<file path="config.mk">
export PLATFORM = sky130hd
export DESIGN_NAME = hazard_control_unit
export DESIGN_NICKNAME = d
export VERILOG_FILES = /design/src/rtl/hazard_pkg.sv /design/src/rtl/load_use_detect.sv /design/src/rtl/hazard_control_unit.sv
export SDC_FILE = /design/constraint.sdc
export NUM_CORES = 1
export LEC_CHECK = 0
export CORE_UTILIZATION = 30
export CTS_BUF_LIST = sky130_fd_sc_hd__clkbuf_2 sky130_fd_sc_hd__clkbuf_4 sky130_fd_sc_hd__clkbuf_8
export DETAILED_ROUTE_END_ITERATION = 6
export PLACE_DENSITY = 0.9
export SLEW_MARGIN = 10
export SYNTH_ARGS = -nofsm -noshare
export SYNTH_HDL_FRONTEND = slang
export SYNTH_SLANG_ARGS = --single-unit
</file>
<file path="constraint.sdc">
create_clock -name clk -period 1.9 [get_ports clk]
set_input_delay 0.38 -clock clk [delete_from_list [all_inputs] [get_ports clk]]
set_output_delay 0.38 -clock clk [all_outputs]
set_load 0.05 [all_outputs]
</file>
<file path="src/rtl/hazard_pkg.sv">
// Shared types and sizing helpers for the pipeline hazard controller.
package hazard_pkg;

   localparam int REG_ADDR_W_DEF = 5;
   localparam int MC_CYCLES_DEF  = 4;
   localparam int MC_CNT_W       = $clog2(MC_CYCLES_DEF);

   typedef enum logic [1:0] {
      RUN     = 2'd0,
      MC_BUSY = 2'd1,
      MC_DONE = 2'd2
   } hz_state_t;

   // Counter width for a given multi-cycle latency.
   function automatic int mc_cnt_w(input int mc_cycles);
      return $clog2(mc_cycles);
   endfunction

endpackage

</file>
<file path="src/rtl/load_use_detect.sv">
// Load-use comparator: flags a decode-stage read of a register that the
// load currently in EX has not yet produced. Writes to x0 never stall.
module load_use_detect #(
   parameter int REG_ADDR_W = 5
) (
   input  logic [REG_ADDR_W-1:0] id_rs1,
   input  logic [REG_ADDR_W-1:0] id_rs2,
   input  logic                  id_rs1_used,
   input  logic                  id_rs2_used,
   input  logic [REG_ADDR_W-1:0] ex_rd,
   input  logic                  ex_reg_write,
   input  logic                  ex_is_load,
   output logic                  lu_stall
);

   logic rd_live;
   logic rs1_hit;
   logic rs2_hit;

   // Compare both decode sources against the pending load destination.
   always_comb begin
      rd_live  = ex_is_load & ex_reg_write & (ex_rd != '0);
      rs1_hit  = id_rs1_used & (id_rs1 == ex_rd);
      rs2_hit  = id_rs2_used & (id_rs2 == ex_rd);
      lu_stall = rd_live & (rs1_hit | rs2_hit);
   end

endmodule

</file>
<file path="src/rtl/hazard_control_unit.sv">
// Stall/flush controller for the 5-stage pipeline. Drives PC hold and the
// hold/clear pins of IF/ID, ID/EX and the clear of EX/MEM.
// Optional build macro HAZARD_PERF_EN adds stall-cycle and flush counters;
// without it stall_cycles and flush_count are constant 0.
//
// state   | meaning
// --------+-------------------------------------------------------------
// RUN     | normal flow; load-use stalls and branch flushes resolved here
// MC_BUSY | multi-cycle op occupying EX; front end frozen, MEM gets bubbles
// MC_DONE | last EX cycle of the op; result advances, normal rules apply
module hazard_control_unit
   import hazard_pkg::*;
#(
   parameter int REG_ADDR_W = REG_ADDR_W_DEF,
   parameter int MC_CYCLES  = MC_CYCLES_DEF
) (
   input  logic                  clk,
   input  logic                  clear_n,
   input  logic [REG_ADDR_W-1:0] id_rs1,
   input  logic [REG_ADDR_W-1:0] id_rs2,
   input  logic                  id_rs1_used,
   input  logic                  id_rs2_used,
   input  logic [REG_ADDR_W-1:0] ex_rd,
   input  logic                  ex_reg_write,
   input  logic                  ex_is_load,
   input  logic                  ex_branch_taken,
   input  logic                  ex_mc_start,
   output logic                  pc_hold,
   output logic                  ifid_hold,
   output logic                  ifid_clear,
   output logic                  idex_hold,
   output logic                  idex_clear,
   output logic                  exmem_clear,
   output logic                  mc_busy,
   output logic [31:0]           stall_cycles,
   output logic [31:0]           flush_count
);

   localparam int CNT_W = mc_cnt_w(MC_CYCLES);

   hz_state_t        state, state_nxt;
   logic [CNT_W-1:0] cnt, cnt_nxt;
   logic             lu_stall;

   load_use_detect #(.REG_ADDR_W(REG_ADDR_W)) u_lud (
      .id_rs1       (id_rs1),
      .id_rs2       (id_rs2),
      .id_rs1_used  (id_rs1_used),
      .id_rs2_used  (id_rs2_used),
      .ex_rd        (ex_rd),
      .ex_reg_write (ex_reg_write),
      .ex_is_load   (ex_is_load),
      .lu_stall     (lu_stall)
   );

   // Next-state and same-cycle control outputs; branch beats everything
   // outside MC_BUSY, and mc start beats load-use in RUN.
   always_comb begin
      state_nxt   = state;
      cnt_nxt     = cnt;
      pc_hold     = 1'b0;
      ifid_hold   = 1'b0;
      ifid_clear  = 1'b0;
      idex_hold   = 1'b0;
      idex_clear  = 1'b0;
      exmem_clear = 1'b0;
      mc_busy     = 1'b0;
      if (!clear_n) begin
         ifid_clear  = 1'b1;
         idex_clear  = 1'b1;
         exmem_clear = 1'b1;
      end else begin
         case (state)
            RUN: begin
               if (ex_branch_taken) begin
                  ifid_clear = 1'b1;
                  idex_clear = 1'b1;
               end else if (ex_mc_start) begin
                  pc_hold     = 1'b1;
                  ifid_hold   = 1'b1;
                  idex_hold   = 1'b1;
                  exmem_clear = 1'b1;
                  mc_busy     = 1'b1;
                  if (MC_CYCLES == 2) begin
                     state_nxt = MC_DONE;
                  end else begin
                     state_nxt = MC_BUSY;
                     cnt_nxt   = CNT_W'(MC_CYCLES - 3);
                  end
               end else if (lu_stall) begin
                  pc_hold    = 1'b1;
                  ifid_hold  = 1'b1;
                  idex_clear = 1'b1;
               end
            end
            MC_BUSY: begin
               pc_hold     = 1'b1;
               ifid_hold   = 1'b1;
               idex_hold   = 1'b1;
               exmem_clear = 1'b1;
               mc_busy     = 1'b1;
               if (cnt == '0) begin
                  state_nxt = MC_DONE;
               end else begin
                  cnt_nxt = cnt - CNT_W'(1);
               end
            end
            MC_DONE: begin
               state_nxt = RUN;
               if (ex_branch_taken) begin
                  ifid_clear = 1'b1;
                  idex_clear = 1'b1;
               end else if (lu_stall) begin
                  pc_hold    = 1'b1;
                  ifid_hold  = 1'b1;
                  idex_clear = 1'b1;
               end
            end
            default: state_nxt = RUN;
         endcase
      end
   end

   // State and latency counter registers with synchronous reset.
   always_ff @(posedge clk) begin
      if (!clear_n) begin
         state <= RUN;
         cnt   <= '0;
      end else begin
         state <= state_nxt;
         cnt   <= cnt_nxt;
      end
   end

`ifdef HAZARD_PERF_EN
   logic [31:0] stall_q;
   logic [31:0] flush_q;

   // Performance counters; ifid_clear outside reset only occurs on a flush.
   always_ff @(posedge clk) begin
      if (!clear_n) begin
         stall_q <= '0;
         flush_q <= '0;
      end else begin
         if (pc_hold)    stall_q <= stall_q + 32'd1;
         if (ifid_clear) flush_q <= flush_q + 32'd1;
      end
   end

   assign stall_cycles = stall_q;
   assign flush_count  = flush_q;
`else
   assign stall_cycles = '0;
   assign flush_count  = '0;
`endif

endmodule

</file>
# Word-level counts from Yosys, hierarchy flattened
# Index checks and enable logic that the tools add are counted.
[word_totals]
input_bits = 23
reg_bits = 4
out_inout_bits = 71
[op_classes]
reduce_logical = 7
n_addsub = 1
n_bitwise = 6
muxes = 25
eq_ne = 8
[op_table]
columns = ["cell", "count"]
rows = [
  ["1-bit 2-to-1 mux", 16],
  ["5-bit equality test", 2],
  ["2-bit 2-to-1 mux", 4],
  ["2-bit != test, second input constant", 4],
  ["2-bit one-hot mux with 2 select lines", 2],
  ["1-bit bitwise AND", 5],
  ["5-bit nonzero test", 1],
  ["2-bit zero test", 2],
  ["1-bit one-hot mux with 2 select lines", 2],
  ["4-bit AND reduction", 1],
  ["1-bit one-hot mux with 3 select lines", 1],
  ["3-bit AND reduction", 1],
  ["2-bit by 1-bit equality test with 1-bit output, second input constant", 1],
  ["2-bit equality test, second input constant", 1],
  ["2-bit nonzero test", 1],
  ["2-bit OR reduction", 1],
  ["2-bit by 1-bit subtractor with 2-bit output, second input constant", 1],
  ["1-bit bitwise OR", 1],
]

# Longest topological paths before layout
[logic_depth]
depth_word = 9
depth_mapped = 6

# Modules after synthesis
# Synthesis repeated with hierarchy kept, for this count alone.
[hier_totals]
hier_cells = 113
hier_area_um2 = 885.8
[by_module_without_submodules]
columns = ["module", "area_per_inst_um2", "cells_each", "n_inst"]
rows = [
  ["hazard_control_unit", 750.7, 96, 1],
  ["load_use_detect", 135.1, 17, 1],
]

# Worst setup path before layout
# No wires, ideal clock.
[synth_timing]
kind = "input to output"
start = "input port ex_mc_start"
end = "output port pc_hold"
arrival_time_ns = 2.257
n_path_buf = 1
setup_slack_ns = -0.737
required_time_ns = 1.520
path_stages = 5
cell_sequence = "nor2b_1 -> nor2_1 -> nor2_1 -> o21bai_1 -> buf_4"
[synth_via]
elab_chain_len = 4
[synth_rtl]
columns = ["element", "line_no", "source"]
rows = [
  ["from (decl)", "hazard_control_unit.sv:27", "input logic ex_mc_start,"],
  ["1-bit 2-to-1 mux (2 in a row)", "--", ""],
  ["1-bit one-hot mux with 3 select lines", "--", ""],
  ["1-bit 2-to-1 mux", "--", ""],
  ["to (decl)", "hazard_control_unit.sv:28", "output logic pc_hold,"],
]
# Every way passes these cells.

# Final worst setup path
[layout_timing]
start = "input port ex_branch_taken"
end = "output port pc_hold"
[layout_via]
elab_chain_len = 3
word_cells_on_any_way = 4
classes_between = "mux (4)"
[layout_rtl]
columns = ["element", "line_no", "source"]
rows = [
  ["from (decl)", "hazard_control_unit.sv:26", "input logic ex_branch_taken,"],
  ["1-bit 2-to-1 mux (on tied branches)", "hazard_control_unit.sv:110, hazard_control_unit.sv:75", ""],
  ["1-bit one-hot mux with 3 select lines *", "hazard_control_unit.sv:73", "case (state)"],
  ["1-bit 2-to-1 mux *", "hazard_control_unit.sv:68", "if (!clear_n) begin"],
]
# Mark *: on every way between the ends. The rest lies on a longest branch, timed or not.

==> results.py <==
metrics = {
    "run_status": {
        "status": "finished, violations left",
        "failed_checks": "DRC, setup timing",
    },
    "grt": {
        "gr-usage-met3_pct": 2.765,
        "grt-busiest-layer": "met2",
        "use_met2_pct": 19.56,
        "grt_pass1_wl_mm": 2.615,
        "grt-ovfl-total": 0,
        "track_usage_pct": 10.49,
        "antenna_found_initial": 0,
        "gr-usage-met1_pct": 11.81,
        "grt_max_degree": 10,
        "grt_pass1_vias": 583,
    },
    "cts": {
        "cts_max_level": 1,
        "ctsLongestPathBuffers": 2,
        "root_buffer": "clkbuf_4",
        "path_clk_slew_ns": 0.04,
        "cts_tree": "yes",
        "clock-sinks": 4,
        "cts_buffers": 3,
        "hold_buffers": 0,
        "clkLatencyLatePin_ns": 0.23,
    },
    "placed_design": {
        "globalplace.congestion": 0.6949,
        "dp_hpwl_mm": 1.448,
        "portBuffers": 29,
    },
    "synthesis": {
        "synthFlopType": "dfxtp_1",
        "synth_edf_count": 0,
        "synth.avg_cell_area_um2": 7.668,
        "synth.distinct_cells": 26,
        "synthesis.area_um2": 897.1,
        "ys_seq_elements": 4,
        "postSynthCellCount": 117,
        "ys_seq_area_share_pct": 8.926,
        "synthArstFlopShare_pct": 0,
        "yosysMostFrequentCell": "buf_4",
        "netlist.area_leader.share_pct": 55.23,
        "synth_warnings": 0,
        "synth_commonest_cells": "66 x buf_4, 8 x xor2_1, 5 x inv_1, 5 x nor2_1, 4 x dfxtp_1",
        "synthTopCellsByArea": "buf_4 55%, dfxtp_1 8.9%, xor2_1 7.8%",
        "synth_top_area_cell": "buf_4",
    },
    "sta": {
        "finalSetupViolations": 3,
        "period_share_pct": 103.1,
        "finalClockSkew_ns": 0.003208,
        "whs_ns": 0.5032,
        "finalHoldViolCount": 0,
        "drv_slew": 0,
        "max_freq_mhz": 510.4,
        "rsz0062_at_grt": "true",
        "period_minus_slack_ns": 1.959,
        "finalSetupTns_ns": -0.1411,
        "setup_slack_ns": -0.05923,
    },
    "routing": {
        "vias": 672,
        "routed_wl_mm": 1.862,
        "dr.pass1.iters": 7,
        "drt_iter0_drc": 22,
        "ant_nets": 0,
        "wl_per_cell_um": 9.957,
        "post-route-drc-count": 12,
        "vias_per_cell": 3.594,
    },
    "pwr": {
        "finalPower_mw": 0.7317,
        "cellLeakagePower_nw": 0.6412,
        "p_per_area_nw_per_um2": 574.5,
        "irDropWorstVdd_uv": 195.4,
    },
    "cells_and_area": {
        "antennaDiodeCount": 0,
        "fill_cells": 262,
        "nets": 182,
        "drive_gt1_share_pct": 35.90,
        "syn2layout_area_growth_pct": 41.98,
        "post-route-util_pct": 45.41,
    },
    "worst_setup_path": {
        "rrSetupSlack_ns": 0.62,
        "critPathKind": "primary input to primary output",
        "critPathMaxFanout": 3,
        "start_kind": "primary input",
        "cp-end-kind": "primary output",
        "worstPathRequired_ns": 1.52,
        "cp.arrival_ns": 1.58,
    },
    "floorplanning": {
        "start_util_pct": 31.98,
        "die_w_um": 56.69,
        "rows": 19,
        "ios": 94,
        "die-area_um2": 3213,
        "die_y_um": 56.69,
        "fp.coreArea_um2": 2805,
    },
    "run": {
        "cap_violations": 0,
    },
    "min_path": {
        "min_path_type": "flop to flop",
    },
}
[metal layers]
| layer | share of wire [%] | up-vias |
|---|---|---|
| li1 | - | 317 |
| met1 | 35 | 304 |
| met2 | 56 | 51 |
| met3 | 8.4 | 0 |
| met4 | 0 | 0 |
| met5 | 0 | - |
[where the power goes]
group,internal [mW],switching [mW]
clock network,0.0709,0.0375
registers,0.0888,0.00278
logic,0.131,0.401
[kinds of logic (layout without fill, tap and decap cells)]
group | after synthesis | in the layout | synth area share [%]
buffers and inverters | 72 | 48 | 58.86
AND/OR/NAND/NOR | 17 | 17 | 9.903
AO/OA/AOI/OAI | 11 | 11 | 9.484
XOR/XNOR | 10 | 10 | 9.764
flip-flops | 4 | 4 | 8.926
adder cells (fa/ha/maj) | 1 | 1 | 1.394
other | 1 | 64 | 0.4180
multiplexers | 1 | 1 | 1.255
[worst max-delay path, stage by stage]
cell	delay, ns
clkdlybuf4s15_1	0.25
or4_4	0.56
o21bai_4	0.22
buf_12	0.16
[registers in the layout, summed over array words and instances, names as in the netlist]
register / count
cnt: 2
state: 2
[path summary, 6_finish.rpt]
path / startpoint / to / cells past startpoint
worst max-delay path: ex_branch_taken / pc_hold / 4
worst min-delay path: cnt[0]$_SDFFE_PN0P_ / cnt[0]$_SDFFE_PN0P_ / 2
worst max register to register: cnt[0]$_SDFFE_PN0P_ / cnt[0]$_SDFFE_PN0P_ / 5
worst min register to register: cnt[0]$_SDFFE_PN0P_ / cnt[0]$_SDFFE_PN0P_ / 2
[layout by cell type (no fill, tap or decap), types with 3 or more instances in the layout]
cell / synthesis / final
buf_6: 0 / 5
nor2_1: 5 / 4
nand2_1: 3 / 3
dfxtp_1: 4 / 4
clkbuf_2: 0 / 6
buf_4: 66 / 9
dlygate4sd2_1: 0 / 5
xor2_2: 0 / 5
buf_12: 0 / 7
inv_1: 5 / 4
buf_2: 0 / 3
clkbuf_4: 0 / 3
conb_1: 1 / 64
[what timing repair did]
action / CTS / global route
pin swaps: 13 / 9
endpoints found under the setup margin: 6 / 3
setup buffers: 1 / 0
cloned: 0 / 0
gates resized for setup: 58 / 24
[metrics by stage]
step	cell area, µm²	setup slack, ns	std cells
floorplan	1164	-0.06472	180
global placement	1125	-0.4402	183
detailed placement	1125	-0.4929	183
CTS	1216	-0.1209	187
global route	1274	-0.09766	187
finish	1274	-0.05923	187
[cell type report]
class / instances / area (µm²) / area share, %
clock buffers: 3 / 22.52 / 1.768
inverters: 5 / 18.77 / 1.473
repair buffers: 40 / 405.4 / 31.83
multi-input cells: 104 / 708.2 / 55.60
well taps: 31 / 38.79 / 3.045
flip-flops and latches: 4 / 80.08 / 6.287
Note: power is estimated with default switching activity, not from simulation.
==> RTL edit 1 (same flow settings) <==
Set the package constant `REG_ADDR_W_DEF` to 3 (it was 5).
--- a/src/rtl/hazard_pkg.sv
+++ b/src/rtl/hazard_pkg.sv
@@ -3,3 +3,3 @@
 
-   localparam int REG_ADDR_W_DEF = 5;
+   localparam int REG_ADDR_W_DEF = 3;
    localparam int MC_CYCLES_DEF  = 4;
Interface: changed (resized ex_rd, id_rs1 and id_rs2); port bits go from 94 to 88. No check against the original RTL was run, so the function may have changed too.
==> RTL edit 1 against the original RTL <==
Synthesized area down 8.9%. Final area is 22% lower. Sequential cell count is the same. Die area fell by 8.6%. Worst setup slack better by 100 ps. Power fell by 9.1%. Wire length decreased by 29%.
==> RTL edit 1: results (changes against the original RTL) <==
| Metric | Value |
|---|---|
| Outcome | complete, no violations |
| Non-filler cells, final | 167 (-11%) |
| Yosys cell types | 21 (-19%) |
| Drt initial violations | 0 (-100%) |
| CP Capture Point | ifid_hold |
| GPL Wtd Cong | 0.704 (+1.3%) |
| Synth Warn # | 0 (unchanged) |
| Share of cells above drive strength 1 | 19.7% (-16 points) |
| H-tree depth | 1 (unchanged) |
| Fillers | 277 (+5.7%) |
| CTS clk-pin slew, worst paths | 40 ps (about the same) |
| Routed vias | 574 (-15%) |
| Max-cap viol count | 0 (unchanged) |
| IO Port Bufs | 23 (-21%) |
| Ys async rst share | 0% (unchanged) |
| Top Registers | cnt (2), state (2) |
| Final WL | 1.33 mm (-29%) |
| Fin nets | 157 (-14%) |
| Worst path slowest cell | clkdlybuf4s50_1 |
| Crit path DAT | 1480 ps (-100 ps) |
| Crit path from | clear_n |
| Placed cell area | 928 µm² (-17%) |
| Clock buffer depth | 2 (unchanged) |
| Overall Global Routing Usage | 9.97% (-0.53 points) |
| R2R Path End | cnt[1] |
| Antenna violations before repair | 0 (unchanged) |
| Int Power | 258 µW (-11%) |
| Syn Area/Cell | 7.57 µm² (-1.3%) |
| First-pass GRT wire length | 1.95 mm (-26%) |
| Static Leak | 0.000525 µW (-18%) |
| Number of global-route vias before repair | 460 (-21%) |
| Ant diodes | 0 (unchanged) |
| Hold crit path type | flop to flop |
| Reg2reg path depth | 5 (unchanged) |
| Worst r2r src | cnt[0] |
| Count leader, synth | buf_4 |
| EDFF count, synth | 0 (unchanged) |
| Top FF cell, synth | dfxtp_1 |
| Largest net degree at the start of global routing | 8 (-2) |
| Max incr delay on CP | 510 ps (-50 ps) |
| CTS buffer count | 3 (unchanged) |
| Worst skew pair latency | approximately 240 ps |
| CTS root buffer | clkbuf_4 |
| Post-CTS Setup Bufs | 0 (-1) |
| Max Clock Skew | 1.94 ps (-1.27 ps) |
| VDD IR max | 0.271 mV (+39%) |
| CP delay by family, top | buffers and inverters |
| Synth cell count leaders | buf_4 (66), xnor2_1 (6), dfxtp_1 (4), inv_1 (4), nand2b_1 (4) |
| Dpl hpwl | 1.14 mm (-21%) |
| Critical Path Fanout Max | 4 (+1) |
| Drt pass-1 iters | 1 (-6) |
| Seq/Total Area, Yosys | 9.80% (+0.87 points) |
| Area contributors post-synth | buf_4 (61%), dfxtp_1 (9.8%), xnor2_1 (6.4%) |
| Register-to-Register Setup Slack | 600 ps (-20 ps) |
RTL edit 1: logic make-up (layout without fill, tap and decap cells):
| kind of cell | after synthesis | in the layout | synth area share (%) |
|---|---|---|---|
| simple gates | 17 | 17 | 11.2 |
| buf+inv | 70 | 36 | 62.5 |
| compound gates | 8 | 8 | 6.74 |
| xor+xnor | 6 | 6 | 6.43 |
| mux | 1 | 1 | 1.38 |
| flops | 4 | 4 | 9.80 |
| other cells | 1 | 64 | 0.459 |
| fa+ha+maj | 1 | 1 | 1.53 |
RTL edit 1: through the flow:
stage	setup slack [ps]	util, %
3_3_place_gp	-145	36.8
5_1_grt	8.18	39.2
4_1_cts	2.62	38.7
2_1_floorplan	-30.8	-
3_5_place_dp	-160	36.8
6_report	41.8	39.2
RTL edit 1: worst min path at each step:
stage / start / end / slack [ps] / cells after the start
2_1_floorplan: cnt[1] / cnt[1] / 450 / 2
6_report: cnt[1] / cnt[1] / 480 / 2
5_1_grt: cnt[1] / cnt[1] / 520 / 2
4_1_cts: cnt[1] / cnt[1] / 480 / 2
3_3_place_gp: cnt[1] / cnt[1] / 460 / 2
3_5_place_dp: cnt[1] / cnt[1] / 470 / 2
RTL edit 1: power by group through the flow:
stage	clock network, µW	registers, µW	logic [µW]
6_report	107	95.4	462
5_1_grt	118	96.2	485
4_1_cts	111	94.9	459
3_5_place_dp	0	95.4	456
3_3_place_gp	0	94.7	453
2_1_floorplan	0	93.7	466
RTL edit 1: layer usage:
metal / GRT usage [%] / share of wire, % / wire length [µm] / vias up
met2: 18.3 / 56 / 741 / 54
met1: 9.21 / 30 / 402 / 245
li1: - / - / - / 273
met4: 6.41 / 1.1 / 14 / 0
met3: 3.39 / 13 / 166 / 2
met5: 0 / 0 / 0 / -
RTL edit 1: area by class of cell:
cell class	instances	area, µm²	area share (%)
Multi-Input combinational cell	97	513	51.8
Inverter	4	15.0	1.52
Tap cell	30	37.5	3.79
Sequential cell	4	80.1	8.09
Timing Repair Buffer	29	322	32.5
Clock buffer	3	22.5	2.28
RTL edit 1: what timing repair did:
action,CTS,global route
gates resized for setup,20,4
pin swaps,11,2
setup endpoints to repair,6,2
hold endpoints to repair,0,0
RTL edit 1: tightest hold or removal path, cell delays in order, from the launching register on:
cell and delay [ps]:
dfxtp_1 300, o21ai_0 80, a21oi_1 60
==> RTL edit 2 (config.mk and constraints unchanged) <==
Made on the original files. Build with the macro `HAZARD_PERF_EN` defined.
--- a/src/rtl/hazard_control_unit.sv
+++ b/src/rtl/hazard_control_unit.sv
@@ -10,2 +10,4 @@
 // MC_DONE | last EX cycle of the op; result advances, normal rules apply
+`define HAZARD_PERF_EN
+
 module hazard_control_unit
Function: changed (a bounded check fails within 4 cycles, from zero or initial values).
==> RTL edit 2 against the original RTL <==
The run ends with setup timing left. Power rose to 4.3 times the old value. Critical endpoint is now idex_clear. Synthesized area rose to 3.8 times the old value. Sequential cell count rose by 64. Global-route usage increased by 6.7 points. Non-clock buffer count is 88 higher. Worst setup slack better by 53 ps. Final area grew to 4.0 times the old value. Register-to-register slack got worse by 570 ps. Wire length grew to 5.3 times the old value. Maximum frequency up 2.8%. Clock power rose to 11 times the old value. Largest cell class unchanged.
==> RTL edit 2: results (changes against the original RTL) <==
| Metric | Value |
|---|---|
| Number of global-route vias before repair | 3505 (+500%) |
| Max Clock Skew | 11.0 ps (+7.82 ps) |
| Drt initial violations | 189 (+760%) |
| Seq/Total Area, Yosys | 39.6% (+31 points) |
| First-pass GRT wire length | 16.1 mm (+520%) |
| CTS clk-pin slew, worst paths | 80 ps (+40 ps) |
| Yosys cell types | 47 (+81%) |
| Final setup margin | -5.76 ps (+53.5 ps) |
| Wire length per cell | 14.7 µm (+47%) |
| Share of cells above drive strength 1 | 36.2% (+0.31 points) |
| Dpl hpwl | 6.98 mm (+380%) |
| Largest net degree at the start of global routing | 39 (+29) |
| Failing checks | setup timing |
| GPL Wtd Cong | 0.807 (+16%) |
| Outcome | complete, but fails checks |
| Compound-Gate Fraction of Synth Area | 14.4% (+4.9 points) |
| CP delay by family, top | buffers and inverters |
| Setup violations, final | 3 (unchanged) |
| H-tree depth | 3 (+2) |
| Mux cell area share after synthesis | 0.583% (-0.67 points) |
| Placed cell area | 4750 µm² (+320%) |
| Crit path DAT | 1530 ps (-50 ps) |
| IO Port Bufs | 93 (+220%) |
| Vias per cell | 5.25 (+46%) |
| Max incr delay on CP | 210 ps (-350 ps) |
[RTL edit 2: worst paths after layout]
path	start	end	slack (ps)	cells after the start
hold reg to reg	stall_cycles[18]	stall_cycles[18]	490	2
setup reg to reg	state[0]	stall_cycles[31]	50	7
setup / recovery	id_rs2[2]	idex_clear	-6	7
hold / removal	stall_cycles[18]	stall_cycles[18]	490	2
[RTL edit 2: area by class of cell]
| cell class | instances | area [µm²] | area share, % |
|---|---|---|---|
| clock buffers | 12 | 153 | 2.98 |
| clock inverters | 4 | 48.8 | 0.954 |
| inverters | 15 | 56.3 | 1.10 |
| multi-input cells | 306 | 2080 | 40.7 |
| flip-flops and latches | 68 | 1450 | 28.3 |
| well taps | 140 | 175 | 3.42 |
| repair buffers | 128 | 1150 | 22.5 |
[RTL edit 2: metrics by stage]
step / setup TNS [ps] / power [µW] / instances
2_1_floorplan: -210 / 1740 / 408
3_5_place_dp: -31310 / 1920 / 649
5_1_grt: -275 / 3280 / 673
4_1_cts: -113 / 3170 / 670
3_3_place_gp: -27170 / 1900 / 649
6_report: -10.1 / 3150 / 673
[RTL edit 2: repair_timing]
item	in CTS	in global routing
pin swaps	24	21
gates resized for setup	90	32
cloned	0	1
setup buffers	6	2
setup endpoints to repair	78	27
[RTL edit 2: logic make-up (layout without fill, tap and decap cells)]
| group | count (synthesis) | count (layout) |
|---|---|---|
| xor+xnor | 36 | 36 |
| mux | 2 | 2 |
| buf+inv | 35 | 159 |
| fa+ha+maj | 3 | 3 |
| simple gates | 180 | 181 |
| compound gates | 84 | 84 |
| flops | 68 | 68 |
[RTL edit 2: per-layer routing]
metal  up-vias  global-route usage (%)  share of wire (%)
met5         -                       0                  0
met4         0                    6.08                1.6
met3        15                    5.14                6.0
met2       142                    30.8                 52
met1      1666                    19.0                 41
li1       1711                       -                  -
[RTL edit 2: worst reg2reg max path, stage by stage, from the launching register on]
cell and delay (ps):
dfxtp_2 340, a211o_1 290, nor2_4 130, a21oi_4 90
buf_6 140, buf_12 150, or4_4 530, a21oi_2 140
[RTL edit 2: power breakdown]
group          internal (µW)  switching (µW)
logic                    210             259
registers               1430            17.9
clock network            670             564
total                   2310             841
